[config.mk]
export PLATFORM = sky130hd
export DESIGN_NAME = cordic_sincos
export DESIGN_NICKNAME = d
export VERILOG_FILES = /design/src/rtl/cordic_pkg.sv /design/src/rtl/cordic_fold.sv /design/src/rtl/cordic_sincos.sv
export SDC_FILE = /design/constraint.sdc
export NUM_CORES = 1
export LEC_CHECK = 0
export ABC_AREA = 1
export BUFFER_PORTS_ARGS = -buffer_cell sky130_fd_sc_hd__buf_2
export CAP_MARGIN = 20
export CORE_MARGIN = 1.5
export CORE_UTILIZATION = 36
export DETAILED_ROUTE_END_ITERATION = 8
export HOLD_SLACK_MARGIN = 0.06
export REMOVE_ABC_BUFFERS = 1
export SLEW_MARGIN = 10
export SYNTH_ARGS = -nofsm -noshare
export SYNTH_HDL_FRONTEND = slang
export SYNTH_SLANG_ARGS = --single-unit
[constraint.sdc]
create_clock -name clk -period 8.4 [get_ports clk]
set_input_delay 1.68 -clock clk [delete_from_list [all_inputs] [get_ports clk]]
set_output_delay 1.68 -clock clk [all_outputs]
set_load 0.02 [all_outputs]
[src/rtl/cordic_pkg.sv]
// Shared constants, state encoding and constant-generation helpers for the
// iterative CORDIC sine/cosine rotator.
package cordic_pkg;

  typedef enum logic [1:0] {ST_IDLE, ST_FOLD, ST_ITER, ST_HOLD} cordic_state_t;

  localparam int  ATAN_N = 24;
  localparam int  TAB_W  = 32;
  localparam real PI_R   = 3.14159265358979323846;

  typedef logic [ATAN_N-1:0][TAB_W-1:0] atan_tab_t;

  function automatic int pi2_calc(input int frac);
    return $rtoi(PI_R / 2.0 * (2.0 ** frac) + 0.5);
  endfunction

  localparam int PI2 = pi2_calc(16);

  function automatic int kinit_calc(input int ifrac);
    return $rtoi(0.6072529350088813 * (2.0 ** ifrac) + 0.5);
  endfunction

  function automatic atan_tab_t atan_table(input int frac);
    atan_tab_t t;
    for (int i = 0; i < ATAN_N; i++) begin
      t[i] = TAB_W'($rtoi($atan(2.0 ** (-i)) * (2.0 ** frac) + 0.5));
    end
    return t;
  endfunction

endpackage

[src/rtl/cordic_fold.sv]
// Wraps an angle in [0, 4*PI2*2) down by one turn, flags angles still out of
// range, and folds the result into the first quadrant.
module cordic_fold
  import cordic_pkg::*;
#(
  parameter int ANGLE_W = 20,
  parameter int FRAC    = 16
) (
  input  logic [ANGLE_W-1:0]      i_angle,
  output logic signed [ANGLE_W:0] o_z,
  output logic [1:0]              o_quad,
  output logic                    o_err
);

  localparam int AW = ANGLE_W + 3;
  localparam logic [AW-1:0] P1 = AW'(pi2_calc(FRAC));
  localparam logic [AW-1:0] P2 = AW'(2 * pi2_calc(FRAC));
  localparam logic [AW-1:0] P3 = AW'(3 * pi2_calc(FRAC));
  localparam logic [AW-1:0] P4 = AW'(4 * pi2_calc(FRAC));

  logic [AW-1:0] w_a;
  logic [AW-1:0] w_wrap;
  logic [AW-1:0] w_z;

  always_comb begin
    w_a    = AW'(i_angle);
    w_wrap = (w_a >= P4) ? (w_a - P4) : w_a;
    o_err  = (w_wrap >= P4);
    if (w_wrap < P1) begin
      o_quad = 2'd0;
      w_z    = w_wrap;
    end else if (w_wrap < P2) begin
      o_quad = 2'd1;
      w_z    = P2 - w_wrap;
    end else if (w_wrap < P3) begin
      o_quad = 2'd2;
      w_z    = w_wrap - P2;
    end else begin
      // An out-of-range angle lands here too; its z is meaningless but unused.
      o_quad = 2'd3;
      w_z    = P4 - w_wrap;
    end
    o_z = signed'((ANGLE_W + 1)'(w_z));
  end

endmodule

[src/rtl/cordic_sincos.sv]
// Iterative CORDIC rotator producing sine and cosine of an unsigned phase.
// Define CORDIC_ROUND_EN to round (instead of truncate) the final >>>2 scaling.
module cordic_sincos
  import cordic_pkg::*;
#(
  parameter int ANGLE_W = 20,
  parameter int FRAC    = 16,
  parameter int OUT_W   = 16,
  parameter int ITER    = 16
) (
  input  logic               clk,
  input  logic               reset,
  input  logic               i_in_valid,
  output logic               o_in_ready,
  input  logic [ANGLE_W-1:0] i_in_angle,
  output logic               o_out_valid,
  input  logic               i_out_ready,
  output logic [OUT_W-1:0]   o_out_sin,
  output logic [OUT_W-1:0]   o_out_cos,
  output logic               o_out_err
);

  localparam int XW = OUT_W + 4;
  localparam int IF = OUT_W + 1;
  localparam int SW = XW + 1;
  localparam int ZW = ANGLE_W + 1;
  localparam int CW = $clog2(ITER + 1);

  localparam atan_tab_t              ATAN  = atan_table(FRAC);
  localparam logic signed [XW-1:0]    KINIT = XW'(kinit_calc(IF));
  localparam logic signed [OUT_W-1:0] OMAX  = OUT_W'((1 << (OUT_W - 1)) - 1);
  localparam logic signed [SW-1:0]    SMAX  = SW'((1 << (OUT_W - 1)) - 1);
  localparam logic signed [SW-1:0]    SMIN  = -SMAX;

  function automatic logic signed [OUT_W-1:0] sat(input logic signed [SW-1:0] v);
    if (v > SMAX) begin
      return OMAX;
    end else if (v < SMIN) begin
      return -OMAX;
    end else begin
      return OUT_W'(v);
    end
  endfunction

  cordic_state_t            r_state;
  logic [ANGLE_W-1:0]       r_angle;
  logic signed [ZW-1:0]     r_z;
  logic [1:0]               r_quad;
  logic                     r_err;
  logic signed [XW-1:0]     r_x;
  logic signed [XW-1:0]     r_y;
  logic [CW-1:0]            r_ctr;
  logic signed [OUT_W-1:0]  r_sin;
  logic signed [OUT_W-1:0]  r_cos;
  logic                     r_out_err;

  logic signed [ZW-1:0]     w_fz;
  logic [1:0]               w_fquad;
  logic                     w_ferr;
  logic signed [XW-1:0]     w_xs;
  logic signed [XW-1:0]     w_ys;
  logic signed [ZW-1:0]     w_atan;
  logic signed [SW-1:0]     w_xr;
  logic signed [SW-1:0]     w_yr;
  logic signed [OUT_W-1:0]  w_sin_m;
  logic signed [OUT_W-1:0]  w_cos_m;
  logic signed [OUT_W-1:0]  w_sin;
  logic signed [OUT_W-1:0]  w_cos;

  cordic_fold #(.ANGLE_W(ANGLE_W), .FRAC(FRAC)) u_fold (
    .i_angle (r_angle),
    .o_z     (w_fz),
    .o_quad  (w_fquad),
    .o_err   (w_ferr)
  );

  always_comb begin
    w_xs   = r_x >>> r_ctr;
    w_ys   = r_y >>> r_ctr;
    w_atan = signed'(ZW'(ATAN[r_ctr]));
`ifdef CORDIC_ROUND_EN
    w_xr = (SW'(r_x) + SW'(2)) >>> 2;
    w_yr = (SW'(r_y) + SW'(2)) >>> 2;
`else
    w_xr = SW'(r_x) >>> 2;
    w_yr = SW'(r_y) >>> 2;
`endif
    w_cos_m = sat(w_xr);
    w_sin_m = sat(w_yr);
    // Undo the quadrant fold: sin flips in q2/q3, cos flips in q1/q2.
    w_sin = r_quad[1] ? -w_sin_m : w_sin_m;
    w_cos = (r_quad[1] ^ r_quad[0]) ? -w_cos_m : w_cos_m;
  end

  always_ff @(posedge clk) begin
    if (reset) begin
      r_state   <= ST_IDLE;
      r_angle   <= '0;
      r_z       <= '0;
      r_quad    <= 2'd0;
      r_err     <= 1'b0;
      r_x       <= '0;
      r_y       <= '0;
      r_ctr     <= '0;
      r_sin     <= '0;
      r_cos     <= '0;
      r_out_err <= 1'b0;
    end else begin
      case (r_state)
        ST_IDLE: begin
          if (i_in_valid) begin
            r_angle <= i_in_angle;
            r_state <= ST_FOLD;
          end
        end
        ST_FOLD: begin
          r_z     <= w_fz;
          r_quad  <= w_fquad;
          r_err   <= w_ferr;
          r_x     <= KINIT;
          r_y     <= '0;
          r_ctr   <= '0;
          r_state <= ST_ITER;
        end
        ST_ITER: begin
          if (r_ctr == CW'(ITER)) begin
            r_sin     <= r_err ? '0 : w_sin;
            r_cos     <= r_err ? '0 : w_cos;
            r_out_err <= r_err;
            r_state   <= ST_HOLD;
          end else begin
            if (!r_z[ZW-1]) begin
              r_x <= r_x - w_ys;
              r_y <= r_y + w_xs;
              r_z <= r_z - w_atan;
            end else begin
              r_x <= r_x + w_ys;
              r_y <= r_y - w_xs;
              r_z <= r_z + w_atan;
            end
            r_ctr <= r_ctr + CW'(1);
          end
        end
        ST_HOLD: begin
          if (i_out_ready) begin
            r_state <= ST_IDLE;
          end
        end
        default: r_state <= ST_IDLE;
      endcase
    end
  end

  assign o_in_ready  = (r_state == ST_IDLE);
  assign o_out_valid = (r_state == ST_HOLD);
  assign o_out_sin   = r_sin;
  assign o_out_cos   = r_cos;
  assign o_out_err   = r_out_err;

endmodule

* Word-level counts from Yosys, hierarchy flattened *
Memories as Yosys holds them, arrays and structs flattened. A register that Yosys moved wholly into a read port is not among the register bits.
Cells that the tools add are included.

cells by class
  $add $sub $neg = 13
  order comparisons = 10
  eq/ne operators = 8
  shift-type cells = 2
  mux-type cells = 33
  bitwise operators = 1
  reductions and logical operators = 6

operator list
  kind                    count
  $mux 16                 8
  $mux 21                 6
  $mux 20                 4
  $pmux 20 s2             2
  $pmux 21 s2             1
  $add 20x20->20          2
  $sshr 20x5->20          2
  $sub 20x20->20          2
  $gt 18x16->1 const B    2
  $lt 18x16->1 const B    2
  $neg 16->16             2
  $ge 23x19->1 const B    1
  $lt 23x17->1 const B    1
  $lt 23x18->1 const B    1
  $lt 23x19->1 const B    1
  $mux 23                 1
  $add 21x21->21          1
  $sub 18x21->21 const A  1
  $sub 19x21->21 const A  1
  $sub 20x19->21 const B  1
  $sub 21x18->21 const B  1
  $sub 21x21->21          1
  $ge 20x19->1 const B    1
  $mux 5                  3
  16 further kinds        25

storage, ports and cells
  register bits = 124
  bits in read-only memories = 1024
  bits of input ports = 24
  output and inout bits = 35
  logic and storage cells = 85
  memories kept = 1

memories
  memory           depth  bits a word  read ports  clocked after Yosys merged registers in  write ports  RTL line             source
  (no name shown)  32     32           1           1                                        0            cordic_sincos.sv:80  w_atan = signed'(ZW'(ATAN[r_ctr]));

* Logic depth before layout (Yosys ltp) *
  depth in word-level cells = 7
  mapped depth = 33
  gate-level depth less buffers = 33

* By module *
From an unflattened synthesis, not the netlist that was laid out.

second synthesis, totals
  cell total of the unflattened synthesis = 2481
  area, all modules = 14841.7 µm²

by module, submodules not included
  module         times used  cells each  area an instance (µm²)  sequential area each (µm²)
  cordic_sincos  1           1993        12290.5                 2802.7
  cordic_fold    1           488         2551.2                  0.0

* Least setup slack after synthesis *
Ideal clock, no wire load.

  path kind = register to register
  start = reg r_ctr[0]
  end = reg r_x[15]
  library setup time = 132 ps
  data arrival time = 3912 ps
  required time = 8268 ps
  path slack = 4356 ps
  stages on the path, launching flop included = 31
  buffers on the path = 1
  period minus slack after synthesis = 4044 ps
  cells stage by stage = dfxtp_1 buf_4 nand2_1 o21ai_0 or2_2 o21ai_0 mux2i_1 nor2_1 o21ai_0 o21ai_1 ha_1 nand3_1 nor2_1 nand3_1 nor2_1 nor2_1 xor2_1 inv_1 ha_1 nand2_1 nor2_1 o21ai_0 o211ai_1 a31oi_1 o21ai_0 nand3_1 nand2_1 a21boi_0 or2_2 nand3_1 a21oi_1

between the ends
  cells in the longest elaborated chain, start to end = 5
  elaborated cells on any way between the ends = 9
  those cells by class = add/sub: 2; eq/ne: 2; shift: 1; mux: 3; reduce/logical: 1

ends and longest elaborated chain
  element                                                  RTL line                                    source
  start, declared                                          cordic_sincos.sv:52                         logic [CW-1:0] r_ctr;
  start signal, assigned                                   cordic_sincos.sv:141                        r_ctr <= r_ctr + CW'(1);
  $sshr 20x5->20                                           cordic_sincos.sv:79                         w_ys = r_y >>> r_ctr;
  $sub 20x20->20 / $add 20x20->20 (equally long branches)  cordic_sincos.sv:133, cordic_sincos.sv:137
  $mux 20                                                  cordic_sincos.sv:132                        if (!r_z[ZW-1]) begin
  $mux 20                                                  cordic_sincos.sv:126                        if (r_ctr == CW'(ITER)) begin
  $pmux 20 s2                                              cordic_sincos.sv:109                        case (r_state)
  end signal, assigned                                     cordic_sincos.sv:133                        r_x <= r_x - w_ys;
  end signal, assigned                                     cordic_sincos.sv:137                        r_x <= r_x + w_ys;
  end, declared                                            cordic_sincos.sv:50                         logic signed [XW-1:0] r_x;

Parallel ways exist; a longest one is shown, timed or not. The select of a mux whose other input is x is not followed.
A chain may end at the register's enable or synchronous reset.

* Worst setup path in the final report *
  start = reg r_ctr[2]
  end = reg r_x[15]

Same word-level chain as after synthesis.

==> impl_metrics.env <==
export IMPL_fmax_ghz=0.1587
export IMPL_finalSetupViolCount=0
export IMPL_cp_end_kind="flip-flop"
export IMPL_finClkSkew_ns=0.02383
export IMPL_root_buffer="clkbuf_16"
export IMPL_wire_per_inst_um=16.32
export IMPL_post_route_min_period_ns=6.302
export IMPL_path_class="flip-flop to flip-flop"
export IMPL_cts_htree_levels=4
export IMPL_worst_slew_pin_slew_ns=0.9093
export IMPL_final_cell_mix="nand2_1, o21ai_0, a21oi_1"
export IMPL_worst_r2r_cell_count=26
export IMPL_rows=73
export IMPL_totalWireLength_um=47830
export IMPL_finalCritPeriodShare_pct=75.03
export IMPL_grt_pass1_vias=14680
export IMPL_antenna_found_initial=0
export IMPL_min_path_type="flip-flop to flip-flop"
export IMPL_synth_avg_cell_area_um2=6.070
export IMPL_drt_iter0_markers=995
export IMPL_fin_nets=2504
export IMPL_ys_flop_type="dfxtp_1"
export IMPL_remaining_drc_errors=0
export IMPL_layout_commonest_cell="nand2_1"
export IMPL_run_status="finished, final reports clean"
export IMPL_ant_nets=0
export IMPL_cts_sinks=140
export IMPL_grt_overflow_total=0
export IMPL_cp_slowest_stage_delay_ns=0.84
export IMPL_grtUsageTotal_pct=23.56
export IMPL_crit_fanout=25
export IMPL_hold_slack_ns=0.4596
export IMPL_crit_top_cell="nor2_1"
export IMPL_seq_area_frac_synth_pct=19.24
export IMPL_clk_pin_slew_ns=0.07
export IMPL_final_max_slew_violation_count=0
export IMPL_synth_distinct_cells=61
export IMPL_cp_required_ns=8.76
export IMPL_post_cts_resized=0
export IMPL_finalHoldViolations=0
export IMPL_io_pin_count=59
export IMPL_setup_tns_ns=0
export IMPL_relSlewSlack_pct=39.24
export IMPL_first_pass_iters=5
export IMPL_synth_cells=2400
export IMPL_arrival_ns=6.66
export IMPL_dr_total_vias=15680
export IMPL_synth_warnings=0
export IMPL_postSynth_asyncResetShare_pct=0
export IMPL_die_h_um=204.2
export IMPL_cts_tree="yes"
export IMPL_hold_path_depth=2
export IMPL_place_hpwl_um=36270
export IMPL_critPathSlowestCell="dfxtp_1"
export IMPL_synth_cell_area_mm2=0.01457
export IMPL_maxCapViolCount=0
export IMPL_cts_buffer_depth=2
export IMPL_ys_seq_elements=140
export IMPL_fin_ws_ns=2.098
export IMPL_cts_inserted_buffers=17
export IMPL_worst_setup_path_start_kind="flip-flop"
export IMPL_gp_congestion=0.9139
export IMPL_grt_max_degree=54
export IMPL_synth_edff_count=0
export IMPL_pre_cts_ws_ns=2.156
export IMPL_core_area_mm2=0.03982
export IMPL_diodes=0
export IMPL_die_w_um=204.2
export IMPL_rsz0062_at_grt="false"
export IMPL_drive_gt1_share_pct=9.854
export IMPL_syn_to_final_growth_pct=7.815
export IMPL_start_util_pct=36.58
export IMPL_numPortBuffers=58
export IMPL_clk_latency_ns=0.49
export IMPL_grt_pass1_wl_um=77670
export IMPL_viasPerCell=5.351
export IMPL_dieArea_mm2=0.04169
export IMPL_cts_setup_buffers=0
export IMPL_hold_buffers=0
==> cell usage after synthesis, drive strengths merged, types with 9 or more instances <==
library cell / n / area [um^2]
clkbuf: 56 / 210.2
o21ai: 253 / 1274
o211ai: 14 / 105.1
a31oi: 12 / 75.07
nand2: 669 / 2676
xnor2: 20 / 175.2
nor2: 182 / 745.7
a21oi: 249 / 1287
mux2i: 11 / 110.1
xor2: 53 / 464.2
inv: 231 / 872.1
buf: 45 / 327.8
nor3: 21 / 110.1
or2: 25 / 156.4
nand3b: 9 / 67.56
ha: 84 / 1051
dfxtp: 140 / 2803
nand4: 46 / 330.3
nand3: 200 / 1114
==> cells by family after synthesis <==
logic type	Yosys count	share of synthesized area [%]
AND/OR/NAND/NOR	1167	36.37
flip-flops	140	19.24
multiplexers	11	0.7558
AO/OA/AOI/OAI	585	21.81
XOR/XNOR	73	4.389
adder cells (fa/ha/maj)	87	7.626
buffers and inverters	337	9.808
==> final cells by class <==
class	count	area, um^2
Sequential cell	140	2803
Clock inverter	11	120.1
Timing Repair Buffer	75	437.9
Inverter	236	890.9
Clock buffer	20	456.7
Multi-Input combinational cell	1923	10340
Tap cell	525	656.9
Fill cell	4461	24120
==> metal layers <==
metal	global-route usage [%]	wire length [um]	vias to the layer above
met4	8.062	1089	0
met2	38.60	21870	340
met1	31.24	22790	7266
met5	0	0	-
met3	3.763	2076	61
li1	-	-	8011
==> registers in the layout, indices dropped and copies added (netlist names) <==
signal / count
r_x: 20
o_out_cos: 16
r_err: 1
r_state: 2
o_out_err: 1
r_z: 21
r_angle: 20
w_atan: 16
o_out_sin: 16
r_quad: 2
r_ctr: 5
r_y: 20
==> worst paths after layout <==
kind	start	end	slack, ns
worst min register to register	o_out_cos[11]	o_out_cos[11]	0.46
worst max-delay path	r_ctr[2]	r_x[15]	2.10
worst min-delay path	o_out_cos[11]	o_out_cos[11]	0.46
worst max register to register	r_ctr[2]	r_x[15]	2.10
==> metrics by stage <==
step | cells | util (%) | area, um^2
6_report | 2930 | 39.44 | 15710
5_1_grt | 2930 | 39.44 | 15710
4_1_cts | 2929 | 39.37 | 15680
3_5_place_dp | 2898 | 37.92 | 15100
3_3_place_gp | 2898 | 37.92 | 15100
2_1_floorplan | 2299 | - | 14030
==> critical path: cells and delay by family, from the launching register on <==
kind                     cells  cell delay [ns]
XOR/XNOR                     1             0.15
adder cells (fa/ha/maj)      2             0.62
flip-flops                   1             0.84
buffers and inverters        3             1.10
AO/OA/AOI/OAI                8             1.40
AND/OR/NAND/NOR             12             2.07
Power is not shown: default switching activity piles up to over one toggle a cycle in this logic, so the estimate is an artifact.
